### src/rtl/lcm_pkg.sv
// Shared types and sizes for the LCM engine.
// Timeout support is enabled with LCM_GCD_TIMEOUT_EN.
package lcm_pkg;

    localparam int OP_W        = 8;
    localparam int RES_W       = 16;
    localparam int TIMEOUT_DEF = 64;

    typedef enum logic [2:0] {
        IDLE,
        GREQ,
        GWAIT,
        GREL,
        MUL,
        DIV,
        FIN
    } lcm_state_t;

endpackage

### src/rtl/lcm_unit_seq_divider.sv
// 16/8 restoring divider, one quotient bit per cycle.
// The load cycle performs the first iteration; done pulses after 16.
module seq_divider
    import lcm_pkg::*;
(
    input  logic             clk,
    input  logic             reset,
    input  logic             load,
    input  logic [RES_W-1:0] dividend,
    input  logic [OP_W-1:0]  divisor,
    output logic [RES_W-1:0] quotient,
    output logic             done
);

    logic [OP_W:0]    rem;
    logic [RES_W-1:0] quo;
    logic [OP_W-1:0]  dvs;
    logic [3:0]       cnt;
    logic             active;

    logic [OP_W:0]    src_r;
    logic [RES_W-1:0] src_q;
    logic [OP_W-1:0]  src_d;
    logic [OP_W:0]    sh;
    logic [OP_W:0]    rem_n;
    logic [RES_W-1:0] quo_n;
    logic             unused_rem_msb;

    // Remainder stays below the divisor, so its top bit never matters.
    assign unused_rem_msb = src_r[OP_W];

    always_comb begin
        src_r = load ? '0 : rem;
        src_q = load ? dividend : quo;
        src_d = load ? divisor : dvs;
        sh    = {src_r[OP_W-1:0], src_q[RES_W-1]};
        rem_n = sh;
        quo_n = {src_q[RES_W-2:0], 1'b0};
        if (sh >= {1'b0, src_d}) begin
            rem_n = sh - {1'b0, src_d};
            quo_n = {src_q[RES_W-2:0], 1'b1};
        end
    end

    always_ff @(posedge clk or posedge reset) begin
        if (reset) begin
            rem    <= '0;
            quo    <= '0;
            dvs    <= '0;
            cnt    <= '0;
            active <= 1'b0;
            done   <= 1'b0;
        end else begin
            done <= 1'b0;
            if (load) begin
                rem    <= rem_n;
                quo    <= quo_n;
                dvs    <= divisor;
                cnt    <= 4'd1;
                active <= 1'b1;
            end else if (active) begin
                rem <= rem_n;
                quo <= quo_n;
                cnt <= cnt + 4'd1;
                if (cnt == 4'd15) begin
                    active <= 1'b0;
                    done   <= 1'b1;
                end
            end
        end
    end

    assign quotient = quo;

endmodule

### src/rtl/lcm_unit.sv
// LCM engine: drives the GCD stage, then shift-add multiply and divide.
// Define LCM_GCD_TIMEOUT_EN to bound the wait on the GCD stage.
module lcm_unit
    import lcm_pkg::*;
#(
    parameter int TIMEOUT_CYCLES = TIMEOUT_DEF
) (
    input  logic             clk,
    input  logic             reset,
    input  logic             start,
    input  logic [OP_W-1:0]  a,
    input  logic [OP_W-1:0]  b,
    output logic             gcd_start,
    input  logic             gcd_done,
    input  logic [RES_W-1:0] gcd_result,
    output logic [RES_W-1:0] lcm,
    output logic             done,
    output logic             busy,
    output logic             err
);

    lcm_state_t       state;
    logic [OP_W-1:0]  a_r;
    logic [OP_W-1:0]  b_r;
    logic [OP_W-1:0]  g;
    logic [RES_W-1:0] ma;
    logic [OP_W-1:0]  mb;
    logic [RES_W-1:0] p;
    logic [2:0]       mcnt;
    logic             err_q;

    logic [RES_W-1:0] p_next;
    logic             div_load;
    logic             div_done;
    logic [RES_W-1:0] quotient;
    logic             t_hit;
    logic             unused_gcd_hi;

    assign unused_gcd_hi = ^gcd_result[RES_W-1:OP_W];

`ifdef LCM_GCD_TIMEOUT_EN
    localparam int TW = $clog2(TIMEOUT_CYCLES + 1);
    logic [TW-1:0] tcnt;

    always_ff @(posedge clk or posedge reset) begin
        if (reset) begin
            tcnt <= '0;
        end else if (state == GREQ || state == GWAIT) begin
            tcnt <= tcnt + 1'b1;
        end else begin
            tcnt <= '0;
        end
    end

    assign t_hit = (tcnt == TW'(TIMEOUT_CYCLES - 1));
`else
    localparam int unused_timeout = TIMEOUT_CYCLES;
    assign t_hit = 1'b0;
`endif

    assign p_next   = p + (mb[0] ? ma : '0);
    assign div_load = (state == MUL) && (mcnt == 3'd7);
    assign busy     = (state != IDLE);
    assign err      = err_q;

    seq_divider u_div (
        .clk      (clk),
        .reset    (reset),
        .load     (div_load),
        .dividend (p_next),
        .divisor  (g),
        .quotient (quotient),
        .done     (div_done)
    );

    always_ff @(posedge clk or posedge reset) begin
        if (reset) begin
            state     <= IDLE;
            a_r       <= '0;
            b_r       <= '0;
            g         <= '0;
            ma        <= '0;
            mb        <= '0;
            p         <= '0;
            mcnt      <= '0;
            lcm       <= '0;
            done      <= 1'b0;
            err_q     <= 1'b0;
            gcd_start <= 1'b0;
        end else begin
            done <= 1'b0;
            unique case (state)
                IDLE: if (start) begin
                    a_r <= a;
                    b_r <= b;
                    // Zero operands never touch the GCD stage.
                    if (a == '0 || b == '0) begin
                        lcm   <= '0;
                        err_q <= 1'b0;
                        done  <= 1'b1;
                        state <= FIN;
                    end else begin
                        gcd_start <= 1'b1;
                        state     <= GREQ;
                    end
                end
                GREQ: if (t_hit) begin
                    gcd_start <= 1'b0;
                    lcm       <= '0;
                    err_q     <= 1'b1;
                    done      <= 1'b1;
                    state     <= FIN;
                end else if (!gcd_done) begin
                    state <= GWAIT;
                end
                GWAIT: if (gcd_done) begin
                    g         <= gcd_result[OP_W-1:0];
                    gcd_start <= 1'b0;
                    state     <= GREL;
                end else if (t_hit) begin
                    gcd_start <= 1'b0;
                    lcm       <= '0;
                    err_q     <= 1'b1;
                    done      <= 1'b1;
                    state     <= FIN;
                end
                GREL: begin
                    ma    <= {{(RES_W-OP_W){1'b0}}, a_r};
                    mb    <= b_r;
                    p     <= '0;
                    mcnt  <= '0;
                    state <= MUL;
                end
                MUL: begin
                    p    <= p_next;
                    ma   <= {ma[RES_W-2:0], 1'b0};
                    mb   <= {1'b0, mb[OP_W-1:1]};
                    mcnt <= mcnt + 3'd1;
                    if (mcnt == 3'd7) state <= DIV;
                end
                DIV: if (div_done) begin
                    lcm   <= quotient;
                    err_q <= 1'b0;
                    done  <= 1'b1;
                    state <= FIN;
                end
                FIN: state <= IDLE;
                default: state <= IDLE;
            endcase
        end
    end

endmodule

### config.mk
export PLATFORM = sky130hd
export DESIGN_NAME = lcm_unit
export DESIGN_NICKNAME = d
export VERILOG_FILES = /design/src/rtl/lcm_pkg.sv /design/src/rtl/lcm_unit_seq_divider.sv /design/src/rtl/lcm_unit.sv
export SDC_FILE = /design/constraint.sdc
export NUM_CORES = 1
export LEC_CHECK = 0
export ABC_CLOCK_PERIOD_IN_PS = 9800
export BUFFER_PORTS_ARGS = -buffer_cell sky130_fd_sc_hd__buf_2
export CAP_MARGIN = 10
export CELL_PAD_IN_SITES_DETAIL_PLACEMENT = 0
export CELL_PAD_IN_SITES_GLOBAL_PLACEMENT = 1
export CORE_MARGIN = 3
export CORE_UTILIZATION = 50
export DETAILED_ROUTE_END_ITERATION = 10
export PLACE_DENSITY = 0.89
export SYNTH_ARGS = -nofsm -noshare
export SYNTH_HDL_FRONTEND = slang
export SYNTH_SLANG_ARGS = --single-unit
### constraint.sdc
create_clock -name clk -period 9.8 [get_ports clk]
set_clock_uncertainty 0.15 [all_clocks]
set_input_delay 0.49 -clock clk [delete_from_list [all_inputs] [get_ports clk]]
set_output_delay 0.49 -clock clk [all_outputs]
set_load 0.01 [all_outputs]
==> metrics list <==
- The flow ran to the end, and the final reports show no timing, DRC or antenna violations.
- Routability-driven placement finished with a final weighted congestion of about 0.86.
- Initial antenna violation count: 0
- Measured along the y axis, the die boundary spans around 120 um.
- For this run, the register share of the synthesized area comes to 0.493.
- Global-route wire length before repair: about 23000 um
* Starting density of the core: 0.522
* Critical Path End Type: register
- The library cell used most frequently in the layout, excluding fill and tap cells, is dfrtp_1.
- The final layout contains routed wiring with a total length of 13200 um.
- Entering global routing, the biggest net connects 74 pins.
- Endpoint of the worst-slack reg-to-reg timing path: u_div.rem[6]
- Along the worst path, the maximum fanout reaches 40.
* Syn Inst Count: around 640
- The total count of hold-check failures in the final report is 0.
- R2r setup slk: between 5 and 6 ns
- Min Clock Period, post-route: 4.54 ns
- Dividing total power by cell area gives a power density of ~340 nW/um^2.
* Critical path startpoint: state[0]
- Final hold analysis gives a worst-case slack of around 0.12 ns.
* Vias in the first global route: 4744
- After clock tree synthesis, the repair step resized 0 gates.
- Commonest cells after routing, fill and taps aside: dfrtp_1 (126), nand2_1 (105), o21ai_0 (48)
* Inserted Diodes: 0
- Synthesis instantiated 55 different standard cells from the library.
- In the synthesized netlist the dominant register cell turns out to be dfrtp_1.
- Setup violations remaining at the end of the flow were counted as 0.
* Worst VDD drop: between 150 and 200 uV
- Critical path arrival: between 4 and 5 ns
- The later pin in the worst-skew pair is clocked with a latency of approximately 0.4 ns.
- In this run the horizontal extent of the chip is ~120 um.
- The region available for standard cell placement spans 12300 sq um.
* RSZ-0062 raised after global routing: false
- Final total negative setup slack: 0 ns
* Slew Limit Headroom: 0.202
- Clock transition time at the flip-flop clock pins of the worst setup and hold paths: around 0.050 ns
* Critical Path RT: 9.94 ns
- In this run the critical register-to-register path is launched from state[0].
- CTS built an H-tree with a depth of 4.
- The count of buffers added on input and output ports is 46.
- Post-Synthesis Cell Area: ~6400 sq um
- The min-delay analysis places its worst path in the category in2async.
- Fraction of layout instances using a drive strength above 1: 0.167
- Fill cell instance count of the final layout: 1069
- Num CTS Buffers: 17
- The area growth from synthesis to layout is 14.9%.
- Cell Rows: 40
- Total leakage power: around 3.4 nW
- CTS Hold Bufs: 0
* Number of cells on the worst reg-to-reg path: 15
* Count of routing violations after the opening detailed-route iteration: ~240
- Counting every net in the synthesized netlist gives just over 700.
* Routed Antenna Nets: 0
- Clock root buffer master: clkbuf_16
- The number of setup buffers added after CTS is 0.
- Sort of element at the start of the critical path: register
* Instance area at placement: slightly below 7000 sq um
- End of the critical path: u_div.rem[6]
- Worst slew pin tran: about 1.2 ns
- The die covers approximately 14000 sq um.
- Final global-route overflow total: 0
* Buffer depth of the longest clock path: 2
- Summing all non-filler instances in the final layout gives an area of ~7300 sq um.
- For this run, the detailed router's first-pass iteration total came to 5.
- In the routed layout, each cell is associated on average with a via count of between 5 and 6.
- The Yosys step of the flow raised 0 warnings.
- Type of the worst setup path: reg2reg
* Via count: about 4800
- For this run, design rule violations remaining after detail routing come to 0.
- Number of violations of the max-capacitance limit: 0
- Share of synthesized flip-flops with an asynchronous set or reset: 1.00
- During I/O placement, the number of pins put on the boundary was 56.
- The wire-length estimate of the detail-placed layout is about 9300 um.
* Nets: 746
- TritonCTS built the clock tree.
* Post-Syn Area per Cell: 9.97 sq um
- The tree built by TritonCTS fans out to around 130 sinks.
- The final-report max-slew violation count was 0.
- Per-cell routed wire length: between 15 and 20 um
- Highest achievable clock rate: roughly 220 MHz
- Number of flops mapped to enable cells by yosys: 0
- All-layer global routing usage: 0.196
- The synthesized design contains roughly 130 register bits.
- Of the available clock period, the critical path in the final layout requires 0.463.
state kept, by name, summed over array words and instances (netlist names):
signal / count
u_div.rem: 8
b_r: 8
lcm: 16
u_div.cnt: 4
g: 8
done: 1
state: 3
u_div.dvs: 8
u_div.quotient: 16
a_r: 8
mb: 8
mcnt: 3
gcd_start: 1
u_div.done: 1
p: 16
ma: 16
u_div.active: 1
cell usage after synthesis, types with 3 or more instances:
cell type	instances	area, sq um
nor2_1	29	109
o21ai_0	48	240
a31oi_1	15	93.8
a21oi_1	34	170
nor2b_1	7	43.8
dfrtp_1	126	3150
xnor2_1	14	123
nor4_1	4	25.0
o22ai_1	8	50.1
ha_1	26	325
o31ai_1	4	30.0
nand3_1	9	45.0
a22o_1	22	193
xor2_1	9	78.8
o21bai_1	4	30.0
nand4_1	4	25.0
a21o_1	6	45.0
inv_1	20	75.1
and2_1	23	144
buf_2	6	30.0
o211ai_1	3	22.5
nor3_1	3	15.0
o21ai_1	4	20.0
nand2_1	105	394
clkbuf_1	24	90.1
a211oi_1	7	52.6
mux2_2	22	248
mux2i_1	20	200
worst min path at each step:
stage             startpoint            to  slack, ns
2_1_floorplan   u_div.dvs[2]  u_div.dvs[2]       0.29
3_3_place_gp          lcm[2]        lcm[2]       0.31
3_5_place_dp          lcm[0]        lcm[0]       0.32
4_1_cts                 b[7]        b_r[7]       0.14
5_1_grt        gcd_result[5]          g[5]       0.15
6_report               reset  u_div.dvs[5]       0.12
worst max-delay path, cell delays in order (launching register included):
cell      delay (ns)
dfrtp_1         0.60
nor3b_4         0.26
buf_4           0.38
and2_1          0.46
buf_4           0.44
mux2i_1         0.38
ha_1            0.24
inv_1           0.06
fa_1            0.39
a21oi_1         0.20
o211ai_1        0.11
a21oi_1         0.18
xnor2_1         0.11
o21ai_2         0.09
o31ai_2         0.08
a221o_1         0.29
area by class of cell:
cell class / instances / area [sq um] / share of cell area
Clock buffer: 25 / 495 / 0.0674
Clock inverter: 6 / 82.6 / 0.0112
Inverter: 20 / 77.6 / 0.0106
Multi-Input combinational cell: 464 / 3050 / 0.415
Sequential cell: 126 / 3150 / 0.429
Tap cell: 168 / 210 / 0.0286
Timing Repair Buffer: 53 / 283 / 0.0385
through the flow:
step,power [mW],std cells,utilization,setup slack (ns)
after global placement,1.87,831,0.552,5.26
after detailed placement,1.91,831,0.552,5.24
after CTS,2.52,862,0.599,5.24
final,2.51,862,0.599,5.26
after floorplan,1.67,642,-,5.80
after global routing,2.71,862,0.599,4.90
cells by family (layout without fill, tap and decap cells):
logic type,count (synthesis),in the layout,share of synthesized area
buffers and inverters,52,104,0.0323
AOI/OAI and AO/OA,173,173,0.174
xor gates and xnor gates,23,23,0.0315
and+or+nand+nor,197,197,0.142
muxes,42,42,0.0700
other,1,1,0.000586
DFF,126,126,0.493
adders and majority gates,28,28,0.0571
layer usage:
layer | GRT usage | vias up | wire, um | part of all wire
li1 | - | 2345 | - | -
met1 | 0.278 | 2319 | 6440 | 0.49
met2 | 0.297 | 117 | 5940 | 0.45
met3 | 0.0423 | 20 | 605 | 0.046
met4 | 0.0717 | 0 | 225 | 0.017
met5 | 0 | - | 0 | 0
power breakdown:
part           internal, mW  switching, mW  total (mW)
Clock                 0.398          0.211       0.610
Sequential            0.709          0.150       0.859
Combinational         0.457          0.588        1.05
Total                  1.56          0.950        2.51
(Power assumes the default switching activity.)
